[src/rtl/reaction_control_pkg.sv]
// Reaction-timer controller shared types: FSM states and display screen codes.
// The display block decodes oScreen with the same SCR_* constants.
package reaction_control_pkg;

    typedef enum logic [2:0] {
        ST_IDLE,
        ST_ARM,
        ST_WAIT,
        ST_GO,
        ST_MEASURE,
        ST_SCORE,
        ST_RESULT
    } state_t;

    localparam logic [1:0] SCR_IDLE   = 2'd0;
    localparam logic [1:0] SCR_WAIT   = 2'd1;
    localparam logic [1:0] SCR_GO     = 2'd2;
    localparam logic [1:0] SCR_RESULT = 2'd3;

    // ARM shows the wait screen, SCORE keeps the go screen for its single cycle
    function automatic logic [1:0] screen_of(input state_t s);
        logic [1:0] scr;
        scr = SCR_IDLE;
        case (s)
            ST_ARM, ST_WAIT:               scr = SCR_WAIT;
            ST_GO, ST_MEASURE, ST_SCORE:   scr = SCR_GO;
            ST_RESULT:                     scr = SCR_RESULT;
            default:                       scr = SCR_IDLE;
        endcase
        return scr;
    endfunction

endpackage

[src/rtl/reaction_control_button_sync_edge.sv]
// Push-button synchronizer plus rising-edge detector producing a one-clk press.
// A button already held when reset releases must be seen low before it can press.
module button_sync_edge #(
    parameter int SYNC_STAGES = 2
) (
    input  logic clk,
    input  logic i_resetn,
    input  logic i_btn,
    output logic o_press
);

    logic [SYNC_STAGES-1:0] r_sync;
    logic [SYNC_STAGES-1:0] r_fill;
    logic                   r_prev;
    logic                   r_armed;
    logic                   w_level;

    assign w_level = r_sync[SYNC_STAGES-1];
    assign o_press = w_level & ~r_prev & r_armed;

    // r_fill marks when the chain holds real samples rather than reset zeros
    always_ff @(posedge clk) begin
        if (!i_resetn) begin
            r_sync  <= '0;
            r_fill  <= '0;
            r_prev  <= 1'b0;
            r_armed <= 1'b0;
        end else begin
            r_sync <= {r_sync[SYNC_STAGES-2:0], i_btn};
            r_fill <= {r_fill[SYNC_STAGES-2:0], 1'b1};
            r_prev <= w_level;
            if (r_fill[SYNC_STAGES-1] && !w_level) begin
                r_armed <= 1'b1;
            end
        end
    end

endmodule

[src/rtl/reaction_control.sv]
// Reaction-timer game controller: sequences the datapath counters and the
// display, detects false starts and no-response timeouts.
module reaction_control
    import reaction_control_pkg::*;
#(
    parameter int TIMEOUT_TICKS = 4095,
    parameter int SYNC_STAGES   = 2
) (
    input  logic       clk,
    input  logic       iResetn,
    input  logic       iGo,
    input  logic       iReact,
    input  logic       iTick,
    input  logic       iCountComplete,
    output logic       oStart_down_count,
    output logic       oStart_up_count,
    output logic       oLoad_score,
    output logic [1:0] oScreen,
    output logic       oFalseStart,
    output logic       oTimeout
);

    localparam int CW = $clog2(TIMEOUT_TICKS + 1);
    localparam logic [CW-1:0] C_LAST = CW'(TIMEOUT_TICKS - 1);
    localparam logic [CW-1:0] C_MAX  = CW'(TIMEOUT_TICKS);

    state_t        r_state;
    logic [CW-1:0] r_cnt;
    logic          r_false;
    logic          r_timeout;
    logic          w_go;
    logic          w_react;

    button_sync_edge #(.SYNC_STAGES(SYNC_STAGES)) u_go_sync (
        .clk      (clk),
        .i_resetn (iResetn),
        .i_btn    (iGo),
        .o_press  (w_go)
    );

    button_sync_edge #(.SYNC_STAGES(SYNC_STAGES)) u_react_sync (
        .clk      (clk),
        .i_resetn (iResetn),
        .i_btn    (iReact),
        .o_press  (w_react)
    );

    always_ff @(posedge clk) begin
        if (!iResetn) begin
            r_state   <= ST_IDLE;
            r_cnt     <= '0;
            r_false   <= 1'b0;
            r_timeout <= 1'b0;
        end else begin
            unique case (r_state)
                ST_IDLE: begin
                    if (w_go) begin
                        r_state   <= ST_ARM;
                        r_false   <= 1'b0;
                        r_timeout <= 1'b0;
                    end
                end
                ST_ARM: begin
                    if (iTick) r_state <= ST_WAIT;
                end
                // a react press beats a simultaneous countdown completion
                ST_WAIT: begin
                    if (w_react) begin
                        r_state <= ST_RESULT;
                        r_false <= 1'b1;
                    end else if (iCountComplete) begin
                        r_state <= ST_GO;
                    end
                end
                ST_GO: begin
                    if (iTick) begin
                        r_state <= ST_MEASURE;
                        r_cnt   <= '0;
                    end
                end
                ST_MEASURE: begin
                    if (w_react) begin
                        r_state <= ST_SCORE;
                    end else if (iTick) begin
                        if (r_cnt != C_MAX) r_cnt <= r_cnt + 1'b1;
                        if (r_cnt == C_LAST) begin
                            r_state   <= ST_RESULT;
                            r_timeout <= 1'b1;
                        end
                    end
                end
                ST_SCORE: begin
                    r_state <= ST_RESULT;
                end
                ST_RESULT: begin
                    if (w_go) begin
                        r_state   <= ST_ARM;
                        r_false   <= 1'b0;
                        r_timeout <= 1'b0;
                    end
                end
                default: r_state <= ST_IDLE;
            endcase
        end
    end

    assign oScreen           = screen_of(r_state);
    assign oStart_down_count = (r_state == ST_ARM);
    assign oStart_up_count   = (r_state == ST_GO);
    assign oLoad_score       = (r_state == ST_SCORE);
    assign oFalseStart       = r_false;
    assign oTimeout          = r_timeout;

endmodule

[config.mk]
export PLATFORM = sky130hd
export DESIGN_NAME = reaction_control
export DESIGN_NICKNAME = d
export VERILOG_FILES = /design/src/rtl/reaction_control_pkg.sv /design/src/rtl/reaction_control_button_sync_edge.sv /design/src/rtl/reaction_control.sv
export SDC_FILE = /design/constraint.sdc
export NUM_CORES = 1
export LEC_CHECK = 0
export ABC_AREA = 1
export CAP_MARGIN = 40
export CORE_ASPECT_RATIO = 0.6
export CORE_MARGIN = 3
export CORE_UTILIZATION = 60
export DETAILED_ROUTE_END_ITERATION = 10
export GPL_TIMING_DRIVEN = 0
export HOLD_SLACK_MARGIN = 0.02
export PLACE_DENSITY = 0.87
export SYNTH_ARGS = -nofsm -noshare
export SYNTH_HDL_FRONTEND = slang
export SYNTH_SLANG_ARGS = --single-unit
[constraint.sdc]
create_clock -name clk -period 3.9 [get_ports clk]
set_input_delay 0.585 -clock clk [delete_from_list [all_inputs] [get_ports clk]]
set_output_delay 0.585 -clock clk [all_outputs]
set_load 0.01 [all_outputs]
# Word-level counts from Yosys, hierarchy flattened
# Cells that the tools add are included.
[totals] register_bits=29 latchBits=0 mem_bits_rw=0 mem_bits_ro=0 input_bits=6 out_inout_bits=7 wordCells=79 mem_count=0
[classes] addsub=1 mul=0 div_mod_pow=0 order_cmp=0 eq_ne=19 shifts=0 muxes=24 n_bitwise=6 reduce_logical=15
[op_table] op="two-way mux 12 bit" n=4
[op_table] op="two-way mux 3 bit" n=8
[op_table] op="one-hot mux 12 bit (2 select lines)" n=1
[op_table] op="one-hot mux 3 bit (6 select lines)" n=1
[op_table] op="adder 12 x 1 -> 12 bit, second input constant" n=1
[op_table] op="equality test 12 bit, second input constant" n=1
[op_table] op="inequality test 12 bit, second input constant" n=1
[op_table] op="inequality test 2 bit, second input constant" n=6
[op_table] op="AND reduction 5 bit" n=2
[op_table] op="equality test 3 bit, second input constant" n=3
[op_table] op="inequality test 3 x 2 -> 1 bit, second input constant" n=3
[op_table] op="two-way mux 1 bit" n=7
[op_table] op="equality test 3 x 2 -> 1 bit, second input constant" n=2
[op_table] op="one-hot mux 2 bit (3 select lines)" n=1
[op_table] op="AND reduction 6 bit" n=1
[op_table] op="nonzero test 2 bit" n=3
[op_table] op="AND 1 bit" n=4
[op_table] op="inequality test 2 x 1 -> 1 bit, second input constant" n=2
[op_table] op="one-hot mux 1 bit (2 select lines)" n=2
[op_table] op="OR reduction 2 bit" n=2
[op_table] op="equality test 3 x 1 -> 1 bit, second input constant" n=1
[op_table] op="logical NOT 3 bit" n=1
[op_table] op="AND reduction 3 bit" n=1
[op_table] op="OR reduction 3 bit" n=1
[op_table] op="other kinds (3)" n=6

# Logic depth before layout (Yosys ltp)
[depth] ltp_word=5 ltp_mapped=10 mapped_depth_nobuf=10

# By module
# Synthesis repeated with hierarchy kept, for this count alone.
[hier_totals] cells_unflattened=242 area_unflattened_um2=1660.3
[modules_own_cells] module="reaction_control" instances=1 cells_each=202 area_per_inst_um2=1302.5 seq_area_each_um2=340.3
[modules_own_cells] module="button_sync_edge" instances=2 cells_each=20 area_per_inst_um2=178.9 seq_area_each_um2=120.1

# Least setup slack after synthesis
# No wires, ideal clock.
[synth_path] path_type="reg-to-reg" from="register r_cnt[1]" to="register r_cnt[0]" setup_ns=0.115 arrival_time_ns=1.361 t_required_ns=3.785 slack_ns=2.424 stages_incl_launch_ff=10 n_path_buf=1 period_less_slack_ns=1.476 path_cell_list="dfxtp_1 -> ha_1 -> inv_1 -> nor2_1 -> nand3_1 -> nor2_2 -> nor2_4 -> buf_8 -> o21ai_1 -> nor2_1"
[synth_between] elab_chain_len=3
[synth_lines] item="start, declared" line_no="reaction_control.sv:28" source="logic [CW-1:0] r_cnt;"
[synth_lines] item="start signal, assigned" line_no="reaction_control.sv:85" source="if (r_cnt != C_MAX) r_cnt <= r_cnt + 1'b1;"
[synth_lines] item="inequality test 12 bit" line_no="reaction_control.sv:85"
[synth_lines] item="inequality test 2 bit (no line)"
[synth_lines] item="AND reduction 5 bit (no line)"
# Every way passes these cells.
# A chain may end at the register's enable or synchronous reset.

# Final worst setup path
[layout_path] from="register r_state[0]" to="output port oScreen[1]"
[layout_between] elab_chain_len=3 word_cells_on_any_way=9 cone_classes="eq/ne: 6; mux: 1; reduce/logical: 2"
[layout_lines] item="start, declared" line_no="reaction_control.sv:27" source="state_t r_state;"
[layout_lines] item="start signal, assigned" line_no="reaction_control.sv:50" source="r_state <= ST_IDLE;"
[layout_lines] item="start signal, assigned" line_no="reaction_control.sv:58" source="r_state <= ST_ARM;"
[layout_lines] item="start signal, assigned" line_no="reaction_control.sv:64" source="if (iTick) r_state <= ST_WAIT;"
[layout_lines] item="equality test 3 x 2 -> 1 bit (tied with other cells)" line_no="reaction_control_pkg.sv:24" source="case (s)"
[layout_lines] item="OR reduction 3 bit or OR reduction 2 bit (tied branches)" line_no="reaction_control_pkg.sv:24"
[layout_lines] item="one-hot mux 2 bit (3 select lines) *" line_no="reaction_control_pkg.sv:24"
[layout_lines] item="end, declared" line_no="reaction_control.sv:18" source="output logic [1:0] oScreen,"
# Every way passes the cells marked *; elsewhere a longest branch is shown, timed or not.

==> impl_metrics.py <==
metrics = {
    "timing": {
        "slew_viol_final": 0,
        "clock_skew_ns": 0.00799,
        "finalWorstSetupSlack_ns": 1.59,
        "max_freq_ghz": 0.433,
        "hold_viol": 0,
        "setup_viol": 0,
        "worstMarginPinSlew_ns": 0.649,
        "period_share": 0.592,
        "min_period_ns": 2.31,
        "whs_ns": 0.427,
        "rsz0062_at_grt": "no",
        "fin_tns_setup_ns": 0,
        "maxSlewHeadroom": 0.567,
    },
    "grt": {
        "grt_pass1_vias": 1228,
        "antenna_found_initial": 0,
        "use_met3": 0.0419,
        "grt_usage": 0.231,
        "overflow": 0,
        "grt_pass1_wl_mm": 5.64,
        "grt_max_degree": 18,
        "gr-usage-met1": 0.335,
        "globalRouteMet2Util": 0.338,
        "busiest_layer": "met2",
    },
    "floorplanning": {
        "die_y_um": 45.5,
        "die_w_um": 71.9,
        "ioPinCount": 13,
        "rows": 13,
        "initial_utilization": 0.677,
        "core_mm2": 0.00231,
        "die_area_mm2": 0.00327,
    },
    "synth": {
        "syn_inst": 241,
        "avgSynthCellArea_um2": 6.48,
        "yosysTopAreaCellShare": 0.346,
        "synth_top_area_cell": "dfxtp_1",
        "synth_seq_cells": 27,
        "synth-seq-area-share": 0.346,
        "synth_area_mm2": 0.00156,
        "synth_area_leaders": "dfxtp_1 35%, nand2_1 14%, nor2_1 10%",
        "ys_warn_count": 0,
        "synth_cell_types": 23,
        "syn-num-nets": 249,
    },
    "worst_setup_path": {
        "setup.worst_path.end_class": "output pin",
        "critPathKind": "reg2out",
        "path_cells": "buf_6 -> nor2_2 -> nand2_2 -> buf_6 -> nand4_1 -> clkdlybuf4s50_1",
        "critPathTopFamily": "buffers and inverters",
        "cpMostUsedCell": "buf_6",
        "cp_slowest_stage_delay_ns": 0.53,
        "start_kind": "register",
        "path_max_fanout": 10,
        "cpMaxStageDelayCell": "clkdlybuf4s50_1",
        "cp.arrival_ns": 1.72,
        "critical_path_required_ns": 3.31,
        "worst-path-buf-inv": 3,
    },
    "placed_design": {
        "pre_cts_ws_ns": 1.90,
        "port_buffers": 12,
        "place_congestion": 0.932,
        "dp_hpwl_mm": 2.59,
    },
    "cts": {
        "cts_htree_levels": 1,
        "ctsLongestPathBuffers": 2,
        "numCtsBuffers": 3,
        "hold_buffers": 0,
        "cts-resized-gates": 0,
        "path_clk_slew_ns": 0.11,
        "cts-root-buf": "clkbuf_8",
        "clock_latency_ns": 0.28,
        "tritoncts": "done",
        "post_cts_buffers": 0,
        "cts.sinks": 27,
    },
    "detailed_routing": {
        "drc": 0,
        "ant_nets": 0,
        "wire_per_inst_um": 11.7,
        "vias": 1501,
        "routed_wl_mm": 3.35,
        "drt_first_pass_iters": 4,
        "drt_iter0_markers": 207,
        "vias_per_cell": 5.23,
    },
    "finish": {
        "drive_gt1_frac": 0.144,
        "fin_util": 0.767,
        "final_cell_mix": "60 x nand2_1, 43 x nor2_1, 34 x inv_1, 27 x dfxtp_1, 19 x nand3_1",
        "fillCellCount": 183,
        "n_antenna_cell": 0,
        "area_growth_pct": 13.3,
        "nets": 266,
        "mostFrequentLayoutCell": "nand2_1",
    },
    "power_and_ir_drop": {
        "p_leak_uw": 0.000770,
        "peakVddDrop_mv": 0.238,
        "cellPowerDensity_mw_per_mm2": 545,
    },
    "run_status": {
        "outcome": "complete, no violations",
    },
    "min_path": {
        "hold_class": "reg2reg",
    },
    "run": {
        "cap_violations": 0,
    },
}
tightest hold or removal path, stage by stage (launching register included):
cell,delay [ns]
dfxtp_1,0.32
nand2_1,0.05
inv_1,0.04
cells in the mapped netlist (all sizes together):
library cell / count
ha: 2
nor3b: 2
dfxtp: 27
nand4: 5
buf: 3
nand2: 68
inv: 37
a21oi: 15
clkbuf: 2
nand3: 21
o21ai: 5
nor2: 50
xor2: 1
nor3: 3
area by class of cell:
type,instances,area [um2],area share
Multi-Input combinational cell,172,838,0.473
Sequential cell,27,541,0.305
Inverter,37,139,0.0784
Timing Repair Buffer,12,120,0.0678
Buffer,5,45.0,0.0254
Clock buffer,3,41.3,0.0233
Tap cell,30,37.5,0.0212
Clock inverter,1,8.76,0.00495
logic make-up after synthesis:
family | count (synthesis) | share of synthesized area
buffers and inverters | 42 | 0.118
flip-flops | 27 | 0.346
AO/OA/AOI/OAI | 20 | 0.0881
adder cells (fa/ha/maj) | 2 | 0.0160
AND/OR/NAND/NOR | 149 | 0.427
XOR/XNOR | 1 | 0.00561
flip-flops by register name, summed over array words and instances, names as in the netlist, 2 cells and up:
register and count:
r_cnt 12, u_react_sync.r_sync 2, r_state 3, u_go_sync.r_sync 2
per-layer routing:
| metal | up-vias | wire (um) |
|---|---|---|
| li1 | 776 | - |
| met1 | 665 | 1690 |
| met2 | 55 | 1340 |
| met3 | 5 | 272 |
| met4 | 0 | 50 |
| met5 | - | 0 |
worst paths after layout:
| kind | end | start | slack [ns] | depth (start not counted) |
|---|---|---|---|---|
| worst max-delay path | oScreen[1] | r_state[0]$_SDFFE_PN0P_ | 1.59 | 6 |
| worst max register to register | r_cnt[11]$_SDFFE_PN0P_ | r_cnt[1]$_SDFFE_PN0P_ | 2.05 | 8 |
| worst min register to register | u_go_sync.r_sync[1]$_SDFF_PN0_ | u_go_sync.r_sync[0]$_SDFF_PN0_ | 0.43 | 2 |
| worst min-delay path | u_go_sync.r_sync[1]$_SDFF_PN0_ | u_go_sync.r_sync[0]$_SDFF_PN0_ | 0.43 | 2 |
stage by stage:
step	std cells	power, uW	cell area, um2
floorplan	241	657	1560
global placement	283	786	1720
detailed placement	283	794	1720
CTS	287	965	1770
global route	287	1030	1770
finish	287	964	1770
power breakdown:
part / switching [uW] / total [uW] / internal, uW / leakage [uW]
Combinational: 272 / 459 / 187 / 0.000523
Clock: 99.1 / 174 / 75.3 / 0.0000261
Sequential: 26.8 / 331 / 305 / 0.000221
(Power assumes the default switching activity.)
